[src/rtl/binary_searcher.sv]
// Binary search driver for an external comparator: one probe per COMPARE cycle, at most N+1 probes.
// Latency: start -> first probe next cycle; o_done pulses the cycle after the final compare.
module binary_searcher #(
   parameter int N = 4
) (
   input  logic         i_clock,
   input  logic         i_reset_n,
   input  logic         i_start,
   output logic [N-1:0] o_probe,
   input  logic         i_greater,
   input  logic         i_equal,
   input  logic         i_less,
   output logic         o_busy,
   output logic         o_done,
   output logic         o_found,
   output logic         o_error,
   output logic [N-1:0] o_result,
   output logic [N-1:0] o_steps
);

   typedef enum logic [1:0] {
      IDLE    = 2'd0,
      COMPARE = 2'd1,
      DONE    = 2'd2
   } state_t;

   localparam logic [N-1:0] MaxVal = {N{1'b1}};

   state_t       state_q, state_d;
   logic [N-1:0] low_q, low_d;
   logic [N-1:0] high_q, high_d;
   logic [N-1:0] mid_q, mid_d;
   logic [N-1:0] result_q, result_d;
   logic [N-1:0] steps_q, steps_d;
   logic         found_q, found_d;
   logic         error_q, error_d;

   logic         flags_onehot;
   logic [N-1:0] new_high;
   logic [N-1:0] new_low;

   // Sum is widened by one bit so low+high never wraps.
   function automatic logic [N-1:0] midpoint(input logic [N-1:0] lo, input logic [N-1:0] hi);
      logic [N:0] sum;
      sum = {1'b0, lo} + {1'b0, hi};
      return sum[N:1];
   endfunction

   assign flags_onehot = ({i_greater, i_equal, i_less} == 3'b100) ||
                         ({i_greater, i_equal, i_less} == 3'b010) ||
                         ({i_greater, i_equal, i_less} == 3'b001);
   assign new_high = mid_q - 1'b1;
   assign new_low  = mid_q + 1'b1;

   always_comb begin
      state_d  = state_q;
      low_d    = low_q;
      high_d   = high_q;
      mid_d    = mid_q;
      result_d = result_q;
      steps_d  = steps_q;
      found_d  = found_q;
      error_d  = error_q;
      case (state_q)
         IDLE: begin
            if (i_start) begin
               low_d   = '0;
               high_d  = MaxVal;
               mid_d   = midpoint('0, MaxVal);
               found_d = 1'b0;
               error_d = 1'b0;
               steps_d = '0;
               state_d = COMPARE;
            end
         end
         COMPARE: begin
            steps_d = steps_q + 1'b1;
            if (!flags_onehot) begin
               error_d  = 1'b1;
               result_d = mid_q;
               state_d  = DONE;
            end else if (i_equal) begin
               found_d  = 1'b1;
               result_d = mid_q;
               state_d  = DONE;
            end else if (i_greater) begin
               // mid==0 or an emptied range means the flags contradict earlier ones.
               if (mid_q == '0 || new_high < low_q) begin
                  error_d  = 1'b1;
                  result_d = mid_q;
                  state_d  = DONE;
               end else begin
                  high_d = new_high;
                  mid_d  = midpoint(low_q, new_high);
               end
            end else begin
               if (mid_q == MaxVal || new_low > high_q) begin
                  error_d  = 1'b1;
                  result_d = mid_q;
                  state_d  = DONE;
               end else begin
                  low_d = new_low;
                  mid_d = midpoint(new_low, high_q);
               end
            end
         end
         DONE: begin
            state_d = IDLE;
         end
         default: begin
            state_d = IDLE;
         end
      endcase
   end

   always_ff @(posedge i_clock or negedge i_reset_n) begin
      if (!i_reset_n) begin
         state_q  <= IDLE;
         low_q    <= '0;
         high_q   <= '0;
         mid_q    <= '0;
         result_q <= '0;
         steps_q  <= '0;
         found_q  <= 1'b0;
         error_q  <= 1'b0;
      end else begin
         state_q  <= state_d;
         low_q    <= low_d;
         high_q   <= high_d;
         mid_q    <= mid_d;
         result_q <= result_d;
         steps_q  <= steps_d;
         found_q  <= found_d;
         error_q  <= error_d;
      end
   end

   assign o_probe  = mid_q;
   assign o_busy   = (state_q == COMPARE);
   assign o_done   = (state_q == DONE);
   assign o_found  = found_q;
   assign o_error  = error_q;
   assign o_result = result_q;
   assign o_steps  = steps_q;

endmodule
[config.mk]
export PLATFORM = sky130hd
export DESIGN_NAME = binary_searcher
export DESIGN_NICKNAME = d
export VERILOG_FILES = /design/src/rtl/binary_searcher.sv
export SDC_FILE = /design/constraint.sdc
export NUM_CORES = 1
export LEC_CHECK = 0
export CAP_MARGIN = 20
export CORE_ASPECT_RATIO = 0.75
export CORE_MARGIN = 4
export CORE_UTILIZATION = 45
export CTS_CLUSTER_SIZE = 40
export DETAILED_ROUTE_END_ITERATION = 7
export HOLD_SLACK_MARGIN = 0.05
export PLACE_DENSITY = 0.67
export REMOVE_ABC_BUFFERS = 1
export SYNTH_ARGS = -nofsm -noshare
export SYNTH_HDL_FRONTEND = slang
export SYNTH_SLANG_ARGS = --single-unit
[constraint.sdc]
create_clock -name i_clock -period 3.1 [get_ports i_clock]
set_input_delay 0.62 -clock i_clock [delete_from_list [all_inputs] [get_ports i_clock]]
set_output_delay 0.62 -clock i_clock [all_outputs]
set_load 0.02 [all_outputs]
==> summary.txt, run 1 <==
Critical path
  • Req. time, crit path: about 3300 ps
  • CP cell instances: inv_1 -> ha_1 -> ha_1 -> and4bb_1 -> a2bb2oi_2 -> o2bb2ai_2 -> nand2b_4 -> mux2_4
  • Kind of critical path: reg -> reg
  • Max incr delay on CP: ~520 ps
  • Crit path arrival time: roughly 3000 ps
  • CP dominant cell by count: ha_1
  • Setup crit end kind: flop
  • Largest fanout on the critical path: 12
  • Startpoint Class: flop
  • CP max stage cell: dfrtp_2

Power and ir drop
  • Sw Ratio: 0.446
  • Maximum vdd drop: a little over 0.5 mV
  • Pint: between 1 and 1.5 mW
  • Sw power: ~910 uW
  • Sequential power share: 0.257
  • PwrDens: between 900 and 1000 mW/mm^2
  • Combinational power share: 0.608
  • Clock share of power: 0.135
  • Lkg Pwr: around 0.94 nW

Cells and area
  • Final Instance Area: between 0.002 and 0.0025 sq mm
  • Fraction of layout instances using a drive strength above 1: 0.125
  • FF/Latch Area: 602 sq um
  • Nets@finish: about 220
  • Antenna cell count: 0
  • Multi-input logic area: between 0.001 and 0.0015 sq mm
  • Fill cells: 325
  • Area Overhead vs Synth: 17.9%

Place
  • # port buffers: 21
  • Dpl hpwl: ~3.2 mm
  • DP Area: approximately 0.0020 sq mm
  • Final Wtd Congestion: roughly 0.92

STA
  • RSZ-0062 raised after global routing: no
  • Final slew viol count: 0
  • Relative slew slack: 0.691
  • Minimum clock period: ~2800 ps
  • Fin. Hold Viols: 0
  • # setup viols final: 0
  • Setup TNS: 0 ps
  • Fin crit share: 0.917
  • Fmax: about 0.35 GHz
  • Final clock skew: about 2 ps
  • Pin slew with the least headroom to its limit: approximately 460 ps

Yosys
  • Seq cells post-synth: 24
  • Register area share after synthesis: 0.340
  • Mapped Area: between 0.0015 and 0.002 sq mm
  • Post-synth EDFFs: 0
  • Avg Cell Area, Syn: about 10 sq um
  • Number of distinct library cells after synthesis: 51
  • Async SR Flop Fraction: 1.00
  • Most used flip-flop cell after synthesis: dfrtp_1
  • Cell count after synthesis: around 170
  • Yosys warnings: 0

Global route
  • First-pass GRT wire length: a little under 7 mm
  • GRT Overall Usage: 0.172
  • Antenna violations before repair: 0
  • Vias in the first global route: about 1400
  • Gr ovfl total: 0
  • Largest net degree at the start of global routing: 25

Routing
  • WL/cell: around 17 um
  • Average via count per standard cell: about 5.5
  • DRT Pass-1 Iters: 4
  • DRT antenna net count: 0
  • DRC violations left: 0
  • Via count: about 1400
  • Overall routed net length: ~4.1 mm
  • Initial DRC count: between 80 and 90

Die
  • Initial Utilization: 0.476
  • Cell row count: 19
  • Die height: about 62 um
  • Core area: 0.00371 sq mm
  • Die area: 0.00500 sq mm
  • Die width: ~80 um
  • Top Ports: 22

Min path
  • HP Class: reg -> reg

Clocking
  • H-tree level count: 1
  • Clk sink count: 24
  • CTS tree: done
  • CTS buffer count: 3
  • CTS Buffer Depth: 2
  • Clock Tree Root: clkbuf_8
  • Reg clk slew, reported paths: about 90 ps
  • Clock Latency Late Sink: 270 ps
  • Postcts setup bufs: 0

Run
  • Max Cap Viol: 0

Outcome
  • Status: finished clean
-- synth_stat cells (all sizes together) (5+ instances only) --
cell | number | area [sq um]
a21oi | 6 | 30.0
nand2b | 5 | 53.8
buf | 8 | 55.1
nor2b | 5 | 31.3
dfrtp | 24 | 601
o21ai | 9 | 45.0
xor2 | 5 | 43.8
inv | 15 | 56.3
nand2 | 8 | 30.0
nor2 | 7 | 26.3
ha | 17 | 213
nand3 | 7 | 40.0
-- power by group through the flow --
stage	registers, mW	clock network, mW	logic, mW
2_1_floorplan	0.570	0	0.779
3_3_place_gp	0.522	0	1.20
3_5_place_dp	0.529	0	1.23
4_1_cts	0.523	0.280	1.24
5_1_grt	0.545	0.296	1.35
6_report	0.525	0.276	1.24
-- layout by cell type, fill, tap and decap left out, types with 2 or more instances in the layout --
| cell | n |
|---|---|
| a21bo_2 | 2 |
| a21oi_1 | 6 |
| a221oi_1 | 2 |
| a22o_1 | 2 |
| a2bb2oi_1 | 3 |
| a31oi_1 | 3 |
| and2_1 | 2 |
| and3b_1 | 2 |
| buf_4 | 3 |
| clkbuf_8 | 3 |
| clkdlybuf4s50_1 | 21 |
| dfrtp_1 | 23 |
| fa_1 | 2 |
| ha_1 | 17 |
| inv_1 | 15 |
| mux2_4 | 4 |
| nand2_1 | 8 |
| nand2b_1 | 2 |
| nand2b_4 | 3 |
| nand3_1 | 6 |
| nand4_1 | 2 |
| nor2_1 | 7 |
| nor2b_1 | 5 |
| nor3_1 | 2 |
| nor4b_1 | 2 |
| o21ai_0 | 9 |
| o21bai_1 | 2 |
| o2bb2ai_1 | 2 |
| o32a_1 | 2 |
| xnor2_1 | 3 |
| xor2_1 | 5 |
-- per-layer routing --
layer,GRT usage,part of all wire,vias to the layer above
met3,0.0332,0.035,4
li1,-,-,656
met4,0.0274,0.010,0
met5,0,0,-
met1,0.250,0.50,663
met2,0.268,0.46,29
-- worst paths after layout --
path                                  from           to  slack, ps  cells after the start
worst min register to register     o_error      o_error        510                      2
max in group asynchronous        i_reset_n   o_probe[0]       2150                      2
worst max-delay path            o_probe[0]  o_result[1]        260                      8
worst max register to register  o_probe[0]  o_result[1]        260                      8
worst min-delay path               o_error      o_error        510                      2
min in group asynchronous        i_reset_n     low_q[0]        700                      2
-- registers in the layout, indices dropped and copies added, names as in the netlist --
signal and count:
o_result 4, state_q 2, o_steps 4, low_q 4
o_probe 4, o_error 1, high_q 4, o_found 1
-- area by class of cell --
cell class              count  share of cell area
inverters                  15              0.0271
clock inverters             1              0.0144
repair buffers             24               0.112
flip-flops and latches     24               0.289
multi-input cells         125               0.506
well taps                  52              0.0313
clock buffers               3              0.0198
-- per-stage QoR --
stage | setup WS (ps) | hold WS, ps | instances | utilization | power, mW
global route | 111 | 538 | 244 | 0.561 | 2.19
CTS | 124 | 511 | 244 | 0.561 | 2.04
detailed placement | 171 | 491 | 240 | 0.541 | 1.76
finish | 256 | 510 | 244 | 0.561 | 2.04
floorplan | 397 | 324 | 164 | - | 1.35
global placement | 296 | 485 | 240 | 0.541 | 1.72
-- worst max-delay path: cells and delay by family, from the launching register on --
family	cells	cell delay [ps]
AO/OA/AOI/OAI	2	440
flip-flops	1	520
multiplexers	1	310
AND/OR/NAND/NOR	2	520
buffers and inverters	1	150
adder cells (fa/ha/maj)	2	790
-- logic make-up after synthesis --
group / share of synthesized area
and+or+nand+nor: 0.177
AOI/OAI and AO/OA: 0.197
DFF: 0.340
buffers and inverters: 0.0631
adders and majority gates: 0.143
xor gates and xnor gates: 0.0397
muxes: 0.0397
-- what timing repair did --
item                                    in CTS  in global routing
hold buffers                                 0                  0
resized for setup                            0                  1
endpoints found under the setup margin       0                  8
(Power assumes the default switching activity.)
==> inputs of run 2 (changes only) <==
--- a/config.mk
+++ b/config.mk
@@ -9,11 +9,13 @@
 export CORE_ASPECT_RATIO = 0.75
 export CORE_MARGIN = 4
 export CORE_UTILIZATION = 45
+export CTS_BUF_LIST = sky130_fd_sc_hd__clkbuf_16
 export CTS_CLUSTER_SIZE = 40
 export DETAILED_ROUTE_END_ITERATION = 7
 export HOLD_SLACK_MARGIN = 0.05
 export PLACE_DENSITY = 0.67
 export REMOVE_ABC_BUFFERS = 1
+export SKIP_LAST_GASP = 1
 export SYNTH_ARGS = -nofsm -noshare
 export SYNTH_HDL_FRONTEND = slang
 export SYNTH_SLANG_ARGS = --single-unit
==> summary.txt, run 2 (synthesis gave the netlist of run 1 again) <==
Outcome
  • Status: finished clean (unchanged)

Die
  • Die area: 0.00500 sq mm (unchanged)
  • Die height: 62.2 um (unchanged)
  • Initial Utilization: 0.476 (unchanged)
  • Core area: 0.00371 sq mm (unchanged)
  • Die width: 80.3 um (unchanged)
  • Cell row count: 19 (unchanged)
  • Top Ports: 22 (unchanged)

Clocking
  • Postcts setup bufs: 0 (unchanged)
  • Clk sink count: 24 (unchanged)
  • Reg clk slew, reported paths: 60 ps (was 90 ps)
  • Clock Tree Root: clkbuf_16 (was clkbuf_8)
  • Clock Latency Late Sink: 260 ps (was 270 ps)
  • H-tree level count: 1 (unchanged)
  • CTS tree: done (unchanged)
  • CTS buffer count: 3 (unchanged)
  • CTS Buffer Depth: 2 (unchanged)

STA
  • Fin. Hold Viols: 0 (unchanged)
  • Final slew viol count: 0 (unchanged)
  • Final clock skew: 3.23 ps (was 1.98 ps)
  • Minimum clock period: 2830 ps (was 2840 ps)
  • Setup TNS: 0 ps (unchanged)
  • # setup viols final: 0 (unchanged)
  • Final setup margin: 269 ps (was 256 ps)
  • RSZ-0062 raised after global routing: no (unchanged)
  • Pin slew with the least headroom to its limit: 460 ps (was 462 ps)
  • Relative slew slack: 0.693 (was 0.691)
  • Fmax: 0.353 GHz (was 0.352 GHz)
  • Fin crit share: 0.913 (was 0.917)

Global route
  • GRT Overall Usage: 0.173 (was 0.172)
  • Vias in the first global route: 1397 (was 1398)
  • First-pass GRT wire length: 6.84 mm (was 6.82 mm)
  • Largest net degree at the start of global routing: 25 (unchanged)
  • Antenna violations before repair: 0 (unchanged)
  • Gr ovfl total: 0 (unchanged)

Critical path
  • Setup crit end kind: flop (unchanged)
  • Worst Setup EP: o_result[1] (unchanged)
  • Largest fanout on the critical path: 12 (unchanged)
  • R2r endpoint: o_result[1] (unchanged)
  • Startpoint Class: flop (unchanged)
  • Kind of critical path: reg -> reg (unchanged)
  • R2r setup slk: 270 ps (was 260 ps)
  • Reg2reg path depth: 8 (unchanged)
  • Setup crit start: o_probe[0] (unchanged)
  • Crit path arrival time: 2970 ps (was 3000 ps)
  • Req. time, crit path: 3240 ps (was 3260 ps)
  • FF-to-FF Start: o_probe[0] (unchanged)

Run
  • Max Cap Viol: 0 (unchanged)

Place
  • Dpl hpwl: 3.17 mm (unchanged)
  • Dpl ws: 171 ps (unchanged)
  • Final Wtd Congestion: 0.923 (unchanged)
  • Placed cell count: 240 (unchanged)
  • # port buffers: 21 (unchanged)

Routing
  • WL/cell: 16.9 um (was 16.8 um)
  • DRT Pass-1 Iters: 4 (unchanged)
  • Initial DRC count: 72 (was 82)
  • DRT antenna net count: 0 (unchanged)
  • Via count: 1351 (was 1352)
  • Overall routed net length: 4.11 mm (was 4.09 mm)
  • Average via count per standard cell: 5.54 (about the same)
  • DRC violations left: 0 (unchanged)

Cells and area
  • Most common cell after layout, fill and taps aside: dfrtp_1 (unchanged)
  • Area Overhead vs Synth: 19.8% (was 17.9%)
  • Highest-count cells in the layout ignoring fill and taps: 23 x dfrtp_1, 21 x clkdlybuf4s50_1, 17 x ha_1, 15 x inv_1, 9 x o21ai_0 (unchanged)
  • Antenna cell count: 0 (unchanged)
  • Fraction of layout instances using a drive strength above 1: 0.125 (unchanged)
  • Nets@finish: 218 (unchanged)
  • Cell Count, Final, Fillers Out: 244 (unchanged)

Power and ir drop
  • Pint: 1.22 mW (was 1.13 mW)
  • Sequential power share: 0.246 (was 0.257)
  • Combinational power share: 0.581 (was 0.608)
  • Lkg Pwr: 0.957 nW (was 0.942 nW)
  • Maximum vdd drop: 0.567 mV (was 0.503 mV)
  • Clock share of power: 0.173 (was 0.135)
  • Total power: 2.14 mW (was 2.04 mW)
  • Sw Ratio: 0.431 (was 0.446)
  • Sw power: 920 uW (was 909 uW)
  • PwrDens: 1010 mW/mm^2 (was 980 mW/mm^2)

Min path
  • Hold Crit Depth: 2 (unchanged)
  • HP Class: reg -> reg (unchanged)
run 2: changes by cell type in the layout (fill, tap and decap cells not counted):
cell,before,now
clkbuf_16,0,3
clkbuf_8,3,0
run 2: worst max-delay path: stages, from the launching register on:
cell and delay, ps:
dfrtp_2 510, inv_1 150, ha_1 420, ha_1 370
and4bb_1 290, a2bb2oi_2 250, o2bb2ai_2 190, nand2b_4 230
mux2_4 310
run 2: worst min-delay path by stage:
stage	slack, ps	startpoint	to
finish	500	o_error	o_error
global placement	490	o_steps[3]	o_steps[3]
detailed placement	490	o_error	o_error
CTS	500	o_error	o_error
global route	530	o_result[2]	o_result[2]
floorplan	320	i_reset_n	high_q[0]
run 2: final cells by class:
cell class	count	area (sq um)
fill	319	1590
multi-input combinational	125	1050
sequential	24	602
timing repair buffer	24	233
clock buffer	3	75.1
tap	52	65.1
inverter	15	56.3
clock inverter	1	30.0
run 2: through the flow:
stage	hold WS [ps]	utilization	area, sq um
after detailed placement	491	0.541	2010
after global placement	485	0.541	2010
after global routing	531	0.570	2110
after CTS	505	0.570	2110
final	504	0.570	2110
after floorplan	324	-	1710
run 2: what timing repair did:
item,4_1_cts,5_1_grt
resized for setup,0,1
hold buffers,0,0
endpoints found under the setup margin,0,7
endpoints found under the hold margin,0,0
run 2: layer usage:
metal / track usage / routed length (um)
met1: 0.251 / 2060
met2: 0.268 / 1860
met3: 0.0376 / 149
met4: 0.0274 / 43
met5: 0 / 0
run 2: power groups by stage:
stage	logic [mW]	clock network, mW	registers, mW
after detailed placement	1.23	0	0.529
final	1.24	0.369	0.526
after CTS	1.24	0.373	0.524
after global placement	1.20	0	0.522
after floorplan	0.779	0	0.570
after global routing	1.35	0.389	0.546
